## config.mk

```make
export PLATFORM = sky130hd
export DESIGN_NAME = ahb_master_datapath
export DESIGN_NICKNAME = d
export VERILOG_FILES = /design/src/rtl/ahb_master_datapath.sv
export SDC_FILE = /design/constraint.sdc
export NUM_CORES = 1
export LEC_CHECK = 0
export CAP_MARGIN = 10
export CORE_UTILIZATION = 57
export DETAILED_ROUTE_END_ITERATION = 10
export PLACE_DENSITY_LB_ADDON = 0.12
export SLEW_MARGIN = 20
export SYNTH_ARGS = -nofsm -noshare
export SYNTH_HDL_FRONTEND = slang
export SYNTH_SLANG_ARGS = --single-unit
```

## constraint.sdc

```tcl
create_clock -name HCLK -period 5.14 [get_ports HCLK]
set_input_delay 0.514 -clock HCLK [delete_from_list [all_inputs] [get_ports HCLK]]
set_output_delay 0.514 -clock HCLK [all_outputs]
set_load 0.1 [all_outputs]
```

## src/rtl/ahb_master_datapath.sv

```systemverilog
// AHB-Lite master datapath: burst address generation, write FIFO feeding HWDATA, read FIFO
// capturing HRDATA. Optional 1 KB boundary checker enabled by macro AHB_DP_BOUNDARY_CHECK_EN.
module ahb_master_datapath #(
  parameter int ADDR_W = 32,
  parameter int DATA_W = 32,
  parameter int WDEPTH = 8,
  parameter int RDEPTH = 8
) (
  input  logic                    HCLK,
  input  logic                    HRESETn,
  input  logic                    load,
  input  logic [ADDR_W-1:0]       start_addr,
  input  logic [2:0]              burst,
  input  logic [2:0]              size,
  input  logic [1:0]              HTRANS,
  input  logic                    HWRITE,
  input  logic                    HREADY,
  input  logic [DATA_W-1:0]       HRDATA,
  output logic [ADDR_W-1:0]       HADDR,
  output logic [2:0]              HBURST,
  output logic [2:0]              HSIZE,
  output logic [DATA_W-1:0]       HWDATA,
  input  logic [DATA_W-1:0]       wdata,
  input  logic                    wpush,
  output logic                    wfull,
  output logic [$clog2(WDEPTH):0] wcount,
  output logic [DATA_W-1:0]       rdata,
  input  logic                    rpop,
  output logic                    rempty,
  output logic [$clog2(RDEPTH):0] rcount,
  output logic                    wr_underrun,
  output logic                    rd_overflow,
  output logic                    err_1kb
);
  localparam int WAW = $clog2(WDEPTH);
  localparam int RAW = $clog2(RDEPTH);
  localparam logic [2:0] MAX_SIZE = 3'($clog2(DATA_W / 8));
  localparam logic [1:0] HTRANS_IDLE = 2'b00;
  localparam logic [WAW:0] WDEPTH_C = (WAW + 1)'(WDEPTH);
  localparam logic [RAW:0] RDEPTH_C = (RAW + 1)'(RDEPTH);

  logic              dp_valid_r;
  logic              dp_write_r;
  logic [DATA_W-1:0] wmem_r [WDEPTH];
  logic [DATA_W-1:0] rmem_r [RDEPTH];
  logic [WAW-1:0]    wwr_ptr_r, wrd_ptr_r;
  logic [RAW-1:0]    rwr_ptr_r, rrd_ptr_r;

  logic              idle_s, advance_s, wrap_s;
  logic [2:0]        eff_size_s;
  logic [ADDR_W-1:0] inc_s, mask_s, next_addr_s;
  logic              wempty_s, wpop_s, wpush_s, underrun_s;
  logic              rfull_s, rpush_req_s, rpush_s, rpop_s, overflow_s;

  // Address generator and FIFO handshake decode
  always_comb begin
    idle_s     = (HTRANS == HTRANS_IDLE) && !dp_valid_r;
    advance_s  = HREADY && HTRANS[1];
    eff_size_s = (HSIZE > MAX_SIZE) ? MAX_SIZE : HSIZE;
    inc_s      = ADDR_W'(1) << eff_size_s;
    case (HBURST)
      3'b010: begin
        wrap_s = 1'b1;
        mask_s = (ADDR_W'(4) << eff_size_s) - ADDR_W'(1);
      end
      3'b100: begin
        wrap_s = 1'b1;
        mask_s = (ADDR_W'(8) << eff_size_s) - ADDR_W'(1);
      end
      3'b110: begin
        wrap_s = 1'b1;
        mask_s = (ADDR_W'(16) << eff_size_s) - ADDR_W'(1);
      end
      default: begin
        wrap_s = 1'b0;
        mask_s = {ADDR_W{1'b0}};
      end
    endcase
    if (wrap_s) begin
      next_addr_s = (HADDR & ~mask_s) | ((HADDR + inc_s) & mask_s);
    end else begin
      next_addr_s = HADDR + inc_s;
    end

    wempty_s   = (wcount == {(WAW + 1){1'b0}});
    wfull      = (wcount == WDEPTH_C);
    underrun_s = HREADY && dp_valid_r && dp_write_r && wempty_s;
    wpop_s     = HREADY && dp_valid_r && dp_write_r && !wempty_s;
    wpush_s    = wpush && (!wfull || wpop_s);
    HWDATA     = wempty_s ? {DATA_W{1'b0}} : wmem_r[wrd_ptr_r];

    rempty      = (rcount == {(RAW + 1){1'b0}});
    rfull_s     = (rcount == RDEPTH_C);
    rpush_req_s = HREADY && dp_valid_r && !dp_write_r;
    rpop_s      = rpop && !rempty;
    // A full read FIFO still accepts the beat when the user pops on the same edge
    rpush_s     = rpush_req_s && (!rfull_s || rpop);
    overflow_s  = rpush_req_s && rfull_s && !rpop;
    rdata       = rempty ? {DATA_W{1'b0}} : rmem_r[rrd_ptr_r];
  end

  // Bus-side registers, tracker, FIFO pointers/counts and sticky flags
  always_ff @(posedge HCLK or negedge HRESETn) begin
    if (!HRESETn) begin
      HADDR       <= {ADDR_W{1'b0}};
      HBURST      <= 3'b000;
      HSIZE       <= 3'b000;
      dp_valid_r  <= 1'b0;
      dp_write_r  <= 1'b0;
      wwr_ptr_r   <= {WAW{1'b0}};
      wrd_ptr_r   <= {WAW{1'b0}};
      wcount      <= {(WAW + 1){1'b0}};
      rwr_ptr_r   <= {RAW{1'b0}};
      rrd_ptr_r   <= {RAW{1'b0}};
      rcount      <= {(RAW + 1){1'b0}};
      wr_underrun <= 1'b0;
      rd_overflow <= 1'b0;
    end else begin
      if (load && idle_s) begin
        HADDR       <= start_addr;
        HBURST      <= burst;
        HSIZE       <= size;
        wr_underrun <= 1'b0;
        rd_overflow <= 1'b0;
      end else begin
        if (advance_s) begin
          HADDR <= next_addr_s;
        end
        wr_underrun <= wr_underrun | underrun_s;
        rd_overflow <= rd_overflow | overflow_s;
      end
      if (HREADY) begin
        dp_valid_r <= HTRANS[1];
        dp_write_r <= HWRITE;
      end
      if (wpush_s) wwr_ptr_r <= wwr_ptr_r + WAW'(1);
      if (wpop_s)  wrd_ptr_r <= wrd_ptr_r + WAW'(1);
      wcount <= wcount + (WAW + 1)'(wpush_s) - (WAW + 1)'(wpop_s);
      if (rpush_s) rwr_ptr_r <= rwr_ptr_r + RAW'(1);
      if (rpop_s)  rrd_ptr_r <= rrd_ptr_r + RAW'(1);
      rcount <= rcount + (RAW + 1)'(rpush_s) - (RAW + 1)'(rpop_s);
    end
  end

  // FIFO storage; contents are don't-care until counted valid
  always_ff @(posedge HCLK) begin
    if (wpush_s) wmem_r[wwr_ptr_r] <= wdata;
    if (rpush_s) rmem_r[rwr_ptr_r] <= HRDATA;
  end

`ifdef AHB_DP_BOUNDARY_CHECK_EN
  logic cross_1kb_s;

  // Flags any incrementing advance that leaves the current 1 KB page
  always_comb begin
    cross_1kb_s = advance_s && !wrap_s && (next_addr_s[ADDR_W-1:10] != HADDR[ADDR_W-1:10]);
  end

  // Sticky boundary error, cleared by an accepted load
  always_ff @(posedge HCLK or negedge HRESETn) begin
    if (!HRESETn) begin
      err_1kb <= 1'b0;
    end else if (load && idle_s) begin
      err_1kb <= 1'b0;
    end else begin
      err_1kb <= err_1kb | cross_1kb_s;
    end
  end
`else
  assign err_1kb = 1'b0;
`endif

endmodule

```

==> results.ini <==
[outcome]
status = completed

[grt]
grt_use_total = 0.2429
antenna_found_initial = 3
grt_pass1_wl_um = 74980
grt_max_degree = 50
grt_pass1_vias = 12730
grt-ovfl-total = 0

[floorplanning]
core_um2 = 39910
io_pins = 226
dieArea_um2 = 41480
start_util = 0.5808
die_width_um = 203.7
chipHeight_um = 203.7
row_count = 73

[worst_setup_path]
r2r_setup_slack_ns = 1.78
r2r_cells = 9
crit_cells = 5
worst_r2r_endpoint = wmem_r[2][22]
criticalPathCategory = reg2out
required_ns = 4.63
end_kind = output pin
cp_cell_sequence = buf_4, mux4_2, mux2i_1, nor2_1, clkdlybuf4s50_1
cp_max_fo = 35
slowest_stage = clkdlybuf4s50_1
crit_family = buffers and inverters
cp-endpoint = HWDATA[15]
critPathLaunch = wrd_ptr_r[0]
startpoint_type = flip-flop
crit_arrival_ns = 3.75
cp_num_buf_inv = 2
r2r_start = wcount[2]
slowest_delay_ns = 0.99

[timing]
rsz0062_at_grt = false
setup_viol = 0
hold_viol = 0
slew_viol_final = 0
period_share = 0.8293
relSlewSlack = 0.2785
holdWs_ns = 0.4345
setup-tns-final_ns = 0
final.min_clock_period_ns = 4.262
tightest_slew_ns = 1.079
clock_skew_ns = 0.02554
fmax_mhz = 234.6

[clock_tree]
clock-sinks = 574
cts_setup_buffers = 0
tritoncts = yes
htree_levels = 2
clockBufferDepth = 3
root_buffer = clkbuf_16
clock_latency_ns = 0.61
clkTransAtPathRegs_ns = 0.06
cts_buffers = 56
cts_resized = 0

[logic_synthesis]
synth.avg_cell_area_um2 = 18.65
syn_area_um2 = 23180
yosysTopAreaCell = edfxtp_1
synth_area_leaders = edfxtp_1 (66%), mux4_2 (12%), dfrtp_1 (6.7%)
yosys_register_bits = 574
yosys_warnings = 0
yosysSeqAreaShare = 0.7302
synth_ff_type = edfxtp_1
syn_inst = 1243
netlist.area_leader.share = 0.6632
synth-edff-count = 512
synthArstFlopShare = 0.1080
synth_cell_type_count = 54

[route]
route.detailed.vias_per_inst = 5.879
routedWlPerCell_um = 23.45
first_iter_violations = 803
drt_wl_total_um = 48920
dr.pass1.iters = 5
drtAntennaViolNets = 0
vias = 12260
drcViolationCount = 0

[cells_and_area]
nets = 1649
final_common_cell = edfxtp_1
finalInstanceArea_um2 = 28240
final_util = 0.7076
drive_gt1_frac = 0.1842
syn_to_final_growth_pct = 21.83
final_cell_mix = edfxtp_1 (512), clkdlybuf4s50_1 (223), mux4_2 (128), nor2_1 (88), nand2_1 (76)

[placed_design]
postPlaceCellArea_um2 = 26270
io_buffers = 224
gp_congestion = 0.8091
dp_hpwl_um = 29490

[run]
drv_cap = 0

[worst_hold_path]
hp-class = in2reg

## worst reg2reg max path, stage by stage, from the launching register on
cell and delay, ns:
dfrtp_1 0.34, inv_1 0.08, ha_1 0.19, and2_1 0.13
buf_4 0.28, nor2_1 0.37, o21a_1 0.29, nand2b_1 0.26
nor2_4 0.74, buf_4 0.37
## stage by stage
stage          cells  setup slack [ns]
2_1_floorplan   1249            0.2194
3_3_place_gp    1975             1.450
3_5_place_dp    1976             1.450
4_1_cts         2083            0.7606
5_1_grt         2084            0.6421
6_report        2086            0.8776
## synthesized netlist by cell type (7+ instances only)
library cell	instances
mux2i_1	69
clkbuf_1	32
nor2_1	98
ha_1	25
edfxtp_1	512
buf_2	11
o21ai_0	27
dfrtp_1	62
mux4_2	128
nor3_1	7
inv_1	21
o211ai_1	8
nand3_1	12
nand2_1	76
xor2_1	16
a21oi_1	16
xnor2_1	14
buf_1	12
## state kept, by name, indices dropped and copies added, names as in the netlist, 4 cells and up, named ones only
| register | count |
|---|---|
| wmem_r | 256 |
| wcount | 4 |
| rcount | 4 |
| rmem_r | 256 |
## cell families after synthesis
logic type | synth area share
DFF | 0.7302
xor gates and xnor gates | 0.01133
adders and majority gates | 0.01608
buffers and inverters | 0.01420
and+or+nand+nor | 0.04642
other | 0.0003240
muxes | 0.1571
AOI/OAI and AO/OA | 0.02440
## repair_timing
action	CTS	global route
setup endpoints to repair	0	0
hold endpoints to repair	32	0
hold buffers	1	0
## per-layer routing
metal / track usage / vias to the layer above / wire (µm)
met2: 0.3935 / 343 / 24310
met4: 0.06633 / 4 / 813
met5: 0 / - / 29
met1: 0.3402 / 6397 / 20900
li1: - / 5463 / -
met3: 0.04842 / 57 / 2855
## worst min-delay path by stage
stage | endpoint | depth (start not counted) | start | slack (ns)
floorplan | HADDR[0] | 0 | HRESETn | 0.22
global placement | rd_overflow | 2 | rd_overflow | 0.49
detailed placement | wwr_ptr_r[0] | 1 | wwr_ptr_r[0] | 0.50
CTS | HSIZE[0] | 3 | size[0] | 0.40
global route | HBURST[0] | 3 | burst[0] | 0.42
finish | HSIZE[0] | 3 | size[0] | 0.43
## final cells by class
| class | count | area, µm² |
|---|---|---|
| Sequential cell | 574 | 16940 |
| Fill cell | 2546 | 11670 |
| Multi-Input combinational cell | 596 | 6065 |
| Timing Repair Buffer | 261 | 2537 |
| Clock buffer | 68 | 1519 |
| Tap cell | 525 | 656.9 |
| Clock inverter | 38 | 439.2 |
| Inverter | 21 | 78.83 |
| Antenna cell | 3 | 7.507 |
Power is left out: the tool's default activity adds up to more than one toggle a clock period on the data nets, which glitch-free logic cannot reach.
